### config.mk
export PLATFORM = sky130hd
export DESIGN_NAME = store_drain_ctrl
export DESIGN_NICKNAME = d
export VERILOG_FILES = /design/src/rtl/store_drain_ctrl_pkg.sv /design/src/rtl/store_drain_ctrl_sb_entry_cam.sv /design/src/rtl/store_drain_ctrl.sv
export SDC_FILE = /design/constraint.sdc
export NUM_CORES = 1
export LEC_CHECK = 0
export ABC_AREA = 1
export CAP_MARGIN = 10
export CORE_UTILIZATION = 55
export CTS_BUF_LIST = sky130_fd_sc_hd__clkbuf_2
export DETAILED_ROUTE_END_ITERATION = 6
export DONT_BUFFER_PORTS = 1
export GPL_TIMING_DRIVEN = 0
export PLACE_DENSITY = 0.77
export SLEW_MARGIN = 30
export SYNTH_ARGS = -nofsm -noshare
export SYNTH_HDL_FRONTEND = slang
export SYNTH_SLANG_ARGS = --single-unit
### constraint.sdc
create_clock -name clk -period 5.5 [get_ports clk]
set_input_delay 0.55 -clock clk [delete_from_list [all_inputs] [get_ports clk]]
set_output_delay 0.55 -clock clk [all_outputs]
set_load 0.02 [all_outputs]
### src/rtl/store_drain_ctrl_pkg.sv
// -----------------------------------------------------------------------------
// store_drain_ctrl_pkg
// Shared sizing constants and types for the committed-store buffer and its
// data-SRAM port scheduler.
//   SB_DEPTH        - store-buffer entries (power of two, >= 2)
//   SB_PTR_W        - log2(SB_DEPTH)
//   SB_STARVE_LIMIT - consecutive load wins allowed before a drain is forced
//   SB_ENTRY_WD     - width of one logical entry {addr, sel, data}
// -----------------------------------------------------------------------------
package store_drain_ctrl_pkg;

  localparam int SB_DEPTH        = 4;
  localparam int SB_PTR_W        = 2;
  localparam int SB_STARVE_LIMIT = 8;
  localparam int SB_ENTRY_WD     = 32 + 4 + 32;

  // The word address lives in the CAM; the rest of the entry ({sel, data}) is
  // the payload kept next to the pointers.
  localparam int SB_PAYLOAD_WD   = SB_ENTRY_WD - 32;

  typedef struct packed {
    logic [31:0] addr;
    logic [3:0]  sel;
    logic [31:0] data;
  } sb_entry_t;

  // Owner of the data-SRAM port in the current cycle.
  typedef enum logic [1:0] {
    ARB_IDLE   = 2'd0,
    ARB_LOAD   = 2'd1,
    ARB_STORE  = 2'd2,
    ARB_FREEZE = 2'd3
  } arb_e;

endpackage

### src/rtl/store_drain_ctrl_sb_entry_cam.sv
// -----------------------------------------------------------------------------
// sb_entry_cam
// Valid bits and word addresses (addr[31:2]) of the store-buffer entries, plus
// the load-alias compare against them.
// Ports:
//   clk, reset            - clock, async active-high reset (clears valids)
//   i_wr_en/i_wr_idx      - allocate entry at i_wr_idx with word i_wr_waddr
//   i_clr_en/i_clr_idx    - retire entry at i_clr_idx
//   i_rd_idx/o_rd_waddr   - word address of the entry at i_rd_idx (head)
//   i_ld_req/i_ld_waddr   - load probe; o_conflict when it hits a valid entry
// -----------------------------------------------------------------------------
module sb_entry_cam
  import store_drain_ctrl_pkg::*;
#(
  parameter int DEPTH = SB_DEPTH,
  parameter int PTR_W = SB_PTR_W
) (
  input  logic             clk,
  input  logic             reset,
  input  logic             i_wr_en,
  input  logic [PTR_W-1:0] i_wr_idx,
  input  logic [29:0]      i_wr_waddr,
  input  logic             i_clr_en,
  input  logic [PTR_W-1:0] i_clr_idx,
  input  logic [PTR_W-1:0] i_rd_idx,
  output logic [29:0]      o_rd_waddr,
  input  logic             i_ld_req,
  input  logic [29:0]      i_ld_waddr,
  output logic             o_conflict
);

  logic [DEPTH-1:0] r_valid;
  logic [29:0]      r_waddr [DEPTH];
  logic [DEPTH-1:0] w_hit;

  // Allocation and retirement never target the same slot in one cycle: the
  // tail only equals the head when the buffer is empty (no retire) or full
  // (no allocate).
  // NOTE: sequential state uses non-blocking assignments so every register
  // samples the pre-edge values regardless of statement order.
  always_ff @(posedge clk or posedge reset) begin
    if (reset) begin
      r_valid <= '0;
    end else begin
      if (i_clr_en) r_valid[i_clr_idx] <= 1'b0;
      if (i_wr_en)  r_valid[i_wr_idx]  <= 1'b1;
    end
  end

  // NOTE: the address array is deliberately not reset; an entry is only
  // observed through its valid bit, which is reset.
  always_ff @(posedge clk) begin
    if (i_wr_en) r_waddr[i_wr_idx] <= i_wr_waddr;
  end

  // Registered entries only: a store pushed this cycle is not yet visible.
  // NOTE: every signal written in always_comb gets a default first, so no
  // path leaves it unassigned and no latch is inferred.
  always_comb begin
    w_hit = '0;
    for (int i = 0; i < DEPTH; i++) begin
      w_hit[i] = r_valid[i] && (r_waddr[i] == i_ld_waddr);
    end
  end

  assign o_conflict = i_ld_req & (|w_hit);
  assign o_rd_waddr = r_waddr[i_rd_idx];

endmodule

### src/rtl/store_drain_ctrl.sv
// -----------------------------------------------------------------------------
// store_drain_ctrl
// Committed-store buffer that shares the single data-SRAM port between AGU
// loads and store drains. Loads win unless they alias a queued store word or
// the buffer has lost STARVE_LIMIT consecutive cycles to loads.
// Ports:
//   clk, reset                     - clock, async active-high reset
//   st_push/st_addr/st_sel/st_data - retired store from commit
//   st_full, sb_empty, sb_count    - occupancy (registered state only)
//   ld_req/ld_addr                 - AGU load request
//   ld_grant, ld_conflict          - load owns the port / load aliases a store
//   dcache_miss                    - freezes the port
//   data_sram_en/wen/addr/wdata    - SRAM access (wen/wdata are 0 for loads)
// -----------------------------------------------------------------------------
module store_drain_ctrl
  import store_drain_ctrl_pkg::*;
#(
  parameter int DEPTH        = SB_DEPTH,
  parameter int PTR_W        = SB_PTR_W,
  parameter int STARVE_LIMIT = SB_STARVE_LIMIT
) (
  input  logic           clk,
  input  logic           reset,
  input  logic           st_push,
  input  logic [31:0]    st_addr,
  input  logic [3:0]     st_sel,
  input  logic [31:0]    st_data,
  output logic           st_full,
  output logic           sb_empty,
  output logic [PTR_W:0] sb_count,
  input  logic           ld_req,
  input  logic [31:0]    ld_addr,
  output logic           ld_grant,
  output logic           ld_conflict,
  input  logic           dcache_miss,
  output logic           data_sram_en,
  output logic [3:0]     data_sram_wen,
  output logic [31:0]    data_sram_addr,
  output logic [31:0]    data_sram_wdata
);

  localparam logic [PTR_W:0] LP_FULL_COUNT = (PTR_W + 1)'(DEPTH);
  localparam logic [3:0]     LP_STARVE_MAX = 4'(STARVE_LIMIT);

  logic [PTR_W-1:0]         r_head;
  logic [PTR_W-1:0]         r_tail;
  logic [PTR_W:0]           r_count;
  logic [3:0]               r_starve;
  logic [SB_PAYLOAD_WD-1:0] r_payload [DEPTH];

  logic        w_empty;
  logic        w_full;
  logic        w_push;
  logic        w_pop;
  logic        w_conflict;
  logic [29:0] w_head_waddr;
  sb_entry_t   w_head_entry;
  arb_e        w_arb;
  logic        w_unused;

  assign w_empty = (r_count == '0);
  assign w_full  = (r_count == LP_FULL_COUNT);

  // A push while full is dropped even if a drain frees a slot this cycle.
  assign w_push = st_push & ~w_full;
  assign w_pop  = (w_arb == ARB_STORE);

  // Stores are word-granular; the byte offset is carried by st_sel.
  assign w_unused = ^st_addr[1:0];

  sb_entry_cam #(
    .DEPTH (DEPTH),
    .PTR_W (PTR_W)
  ) u_cam (
    .clk        (clk),
    .reset      (reset),
    .i_wr_en    (w_push),
    .i_wr_idx   (r_tail),
    .i_wr_waddr (st_addr[31:2]),
    .i_clr_en   (w_pop),
    .i_clr_idx  (r_head),
    .i_rd_idx   (r_head),
    .o_rd_waddr (w_head_waddr),
    .i_ld_req   (ld_req),
    .i_ld_waddr (ld_addr[31:2]),
    .o_conflict (w_conflict)
  );

  assign w_head_entry = {w_head_waddr, 2'b00, r_payload[r_head]};

  // Port arbitration. A conflicting load falls through to a drain, which is
  // what eventually retires the aliasing entry and unblocks the load.
  always_comb begin
    w_arb = ARB_IDLE;
    if (reset) begin
      w_arb = ARB_IDLE;
    end else if (dcache_miss) begin
      w_arb = ARB_FREEZE;
    end else if (ld_req && !w_conflict &&
                 !((r_starve == LP_STARVE_MAX) && !w_empty)) begin
      w_arb = ARB_LOAD;
    end else if (!w_empty) begin
      w_arb = ARB_STORE;
    end
  end

  always_comb begin
    ld_grant        = 1'b0;
    data_sram_en    = 1'b0;
    data_sram_wen   = '0;
    data_sram_addr  = '0;
    data_sram_wdata = '0;
    case (w_arb)
      ARB_LOAD: begin
        ld_grant       = 1'b1;
        data_sram_en   = 1'b1;
        data_sram_addr = ld_addr;
      end
      ARB_STORE: begin
        data_sram_en    = 1'b1;
        data_sram_wen   = w_head_entry.sel;
        data_sram_addr  = w_head_entry.addr;
        data_sram_wdata = w_head_entry.data;
      end
      default: ;
    endcase
  end

  always_ff @(posedge clk or posedge reset) begin
    if (reset) begin
      r_head   <= '0;
      r_tail   <= '0;
      r_count  <= '0;
      r_starve <= '0;
    end else begin
      if (w_push) r_tail <= r_tail + 1'b1;
      if (w_pop)  r_head <= r_head + 1'b1;

      case ({w_push, w_pop})
        2'b10:   r_count <= r_count + 1'b1;
        2'b01:   r_count <= r_count - 1'b1;
        default: ;
      endcase

      // Counts only loads that beat a waiting store; frozen cycles are neutral.
      if (w_arb != ARB_FREEZE) begin
        if (w_pop || w_empty) begin
          r_starve <= '0;
        end else if ((w_arb == ARB_LOAD) && (r_starve < LP_STARVE_MAX)) begin
          r_starve <= r_starve + 1'b1;
        end
      end
    end
  end

  always_ff @(posedge clk) begin
    if (w_push) r_payload[r_tail] <= {st_sel, st_data};
  end

  assign st_full     = w_full;
  assign sb_empty    = w_empty;
  assign sb_count    = r_count;
  assign ld_conflict = w_conflict;

endmodule

==> results.md <==
* Outcome: complete, no violations
* Overall power at a little over 7 mW
* Root Buffer: clkbuf_2
* Pin slew with the least headroom to its limit at 0.892 ns
* Total CTS buffers at 73
* Port bufs at 0
* Cts repair resizes at 0
* Reg2Reg Setup Slack at around 2.5 ns
* Achievable frequency at 196 MHz
* Yosys cell types at 29
* Clock latency on the worst-skew pair at 0.87 ns
* CP startpoint kind: flop
* Synthesized instance count at around 1600
* Rel. slew slack at 0.405
* GRT Total Usage at 0.321
* Postcts setup bufs at 0
* Final Util at 0.653
* Final Hold Fails at 0
* Post-synthesis sequential area ratio at 0.599
* Sequential power share at 0.413
* Filler Cell Count at 1929
* R2r endpoint: sb_count[2]$_DFFE_PP0P_
* Die area at between 0.02 and 0.03 mm²
* Routed len/inst at between 15 and 20 µm
* Sw Share at 0.425
* H-Tree Depth at 3
* Reg clk slew, reported paths at ~0.10 ns
* Crit-path leading delay family: buffers and inverters
* Share of total power in the clock network at 0.193
* Fin crit period at between 5 and 6 ns
* Critical Path End Type: primary output
* Worst path most repeated cell: nand2_1
* Post-route ant nets at 0
* Avg Synthesized Cell Area at 8.79 µm²
* CTS tree: done
* Die Y at 161 µm
* Hold Path Depth at 5
* CP max stage delay at about 0.69 ns
* Slowest stage cell, crit path: clkbuf_1
* Number of global-route vias before repair at about 11000
* Worst vdd ir at between 0.2 and 0.3 mV
* Nets at 1855
* # setup viols final at 0
* Crit-path cells: inv_1, nand2_1, nand2_1, nor2_1, nand2_1, clkinv_1, nand2_1, nor2_2, nand2_1, nand2_2, inv_1, nand3_1, nand2_1, nand2_1, ha_1, clkbuf_1, clkbuf_1, nand2_1, a21oi_1
* Net Sw Power at 3.08 mW
* RSZ-0062 raised after global routing: no
* Worst Path Arrival at between 4 and 5 ns
* Number of synthesized register bits at 279
* Vias at about 12000
* DRT Pass-1 Iters at 6
* Share of layout cells above drive strength 1 at 0.109
* Max Cap Violations at 0
* Hold EP: r_starve[3]$_DFFE_PP0P_
* Top Ports at 181
* Design area at between 0.015 and 0.02 mm²
* WS Path Type: reg2out
* Worst-case clock buffer depth at 3
* Hold Startpoint: dcache_miss
* Total placed instance area at approximately 0.015 mm²
* Skew final at 0.0528 ns
* Max-slew violations at 0
* Internal power at 4.16 mW
* Worst hold path type: in2reg
* Core area at around 0.025 mm²
* Initial Util at 0.565
* DP Worst Slack at around 1.2 ns
* Post-Syn Nets at 1697
* Post-Layout Cell Count at about 2100
* Vias/cell at between 5 and 6
* Power per standard cell area at 452 mW/mm²
* Critical path required time at 4.95 ns
* Remaining global-route overflow at 0
* Hold WS at 0.0995 ns
* Initial antenna violation count at 2
* Period utilization at 0.928
* Layout area overhead at 15.6%
* Row count at 57
* HPWL Detailed at 28400 µm
* Dpl cells at approximately 1900
* Synth Cell Area at 0.0139 mm²
* Largest net degree at the start of global routing at 22
* Setup tns final at 0 ns
* Sink Count at 279
* Critical path peak fanout at 10
* DRC viols at 0
* Post-route setup slack at roughly 0.40 ns
* Wirelength, routed at 41500 µm
* FF-to-FF Start: u_cam.r_waddr[3][7]$_DFFE_PP_
* Worst R2R Path Depth at 21
* Gate power share at 0.394
* GP Congestion at between 0.9 and 1
* 1st-iter DRT viols at 1574
* Buf/Inv on CP at 5
* Die X at approximately 160 µm
* P_leak at 6.82 nW
* Ys Warns at 0
* First-pass GRT wire length at 61800 µm
[power by group through the flow]
stage | clock network [mW] | registers, mW | logic, mW
after CTS | 1.41 | 2.98 | 2.78
after global routing | 1.52 | 3.02 | 3.08
after global placement | 0 | 3.10 | 2.43
after detailed placement | 0 | 3.03 | 2.71
after floorplan | 0 | 3.02 | 1.71
final | 1.40 | 2.99 | 2.85
[cell usage after synthesis]
library cell	count	area share
clkbuf_1	28	0.0076
dfrtp_1	15	0.027
buf_4	8	0.0043
o21ai_1	17	0.0061
xor2_1	3	0.0019
buf_2	19	0.0069
nand3_2	2	0.0014
nand4_1	1	0.00045
nand2_1	473	0.13
nor2_4	1	0.00081
nand2_2	2	0.00090
nor2_2	4	0.0018
buf_1	6	0.0016
a21oi_1	121	0.044
nand3b_1	1	0.00054
xnor2_1	15	0.0095
inv_1	167	0.045
ha_1	13	0.012
a31oi_1	2	0.00090
nor3_1	1	0.00036
o21ai_0	136	0.049
nand3_1	9	0.0032
nor3_2	1	0.00072
a21boi_1	1	0.00054
nor2_1	226	0.061
clkinv_1	7	0.0019
fa_1	1	0.0014
inv_2	34	0.0092
edfxtp_1	264	0.57
[worst max-delay path by stage]
stage / start / to / slack (ns) / depth (start not counted)
2_1_floorplan: sb_count[0]$_DFFE_PP0P_ / r_payload[0][0]$_DFFE_PP_ / 1.21 / 5
3_3_place_gp: sb_count[0]$_DFFE_PP0P_ / r_payload[1][7]$_DFFE_PP_ / -1.39 / 5
3_5_place_dp: ld_addr[18] / data_sram_addr[8] / 1.23 / 20
4_1_cts: sb_count[0]$_DFFE_PP0P_ / data_sram_addr[7] / 0.44 / 10
5_1_grt: sb_count[0]$_DFFE_PP0P_ / data_sram_addr[7] / 0.12 / 10
6_report: u_cam.r_waddr[3][7]$_DFFE_PP_ / data_sram_addr[8] / 0.40 / 19
[placed cells by master, fill, tap and decap left out, types with 4 or more instances in the layout]
cell type	netlist	final
buf_2	19	19
o21ai_0	136	136
dlygate4sd3_1	0	68
buf_1	6	6
clkbuf_1	28	28
nand3_1	9	9
dfrtp_1	15	15
xnor2_1	15	15
buf_4	8	8
nor2_1	226	222
a21oi_1	121	121
clkinv_1	7	24
clkbuf_2	0	94
inv_1	167	167
diode_2	0	4
buf_16	0	15
nand2_1	473	473
inv_2	34	34
nor2_4	1	5
edfxtp_1	264	264
nor2_2	4	4
ha_1	13	13
o21ai_1	17	17
[repair_timing]
item	in CTS	in global routing
hold buffers	68	0
endpoints found under the setup margin	0	0
hold endpoints to repair	281	0
[area by class of cell]
class | instances | area [µm²] | share of cell area
multi-input cells | 1030 | 4530 | 0.282
well taps | 324 | 405 | 0.0253
clock buffers | 94 | 470 | 0.0293
inverters | 208 | 781 | 0.0487
diodes | 4 | 10.0 | 0.000624
repair buffers | 83 | 1090 | 0.0682
flip-flops and latches | 279 | 8300 | 0.518
clock inverters | 27 | 158 | 0.00983
plain buffers | 61 | 283 | 0.0176
[worst reg2reg max path: stages, from the launching register on]
cell and delay [ns]:
edfxtp_1 0.39, inv_1 0.05, nand2_1 0.11, nand2_1 0.07, nor2_1 0.23, nand2_1 0.11
clkinv_1 0.07, nand2_1 0.07, nor2_2 0.08, nand2_1 0.06, nand2_2 0.11, inv_1 0.05
nand3_1 0.09, nand2_1 0.06, nand2_1 0.06, ha_1 0.28, ha_1 0.19, inv_1 0.07
fa_1 0.38, a21oi_1 0.14, o21ai_0 0.12, xor2_1 0.16
[kinds of logic (layout without fill, tap and decap cells)]
kind of cell	after synthesis	count (layout)	synth area share
xor+xnor	18	18	0.0114
buf+inv	269	473	0.0767
compound gates	277	277	0.100
other cells	0	4	0
flops	279	279	0.599
simple gates	721	721	0.200
fa+ha+maj	14	14	0.0132
[sequential cells by signal, indices dropped and copies added, names as in the netlist]
name / count
r_payload: 144
r_head: 2
r_tail: 2
u_cam.r_waddr: 120
r_starve: 4
sb_count: 3
u_cam.r_valid: 4
[metal layers]
layer | routed length, µm | GRT usage | part of all wire
met5 | 0 | 0 | 0
met4 | 1350 | 0.125 | 0.032
met3 | 5570 | 0.105 | 0.13
met2 | 19500 | 0.527 | 0.47
met1 | 15100 | 0.394 | 0.36
Power figures use the tool's default switching activity.
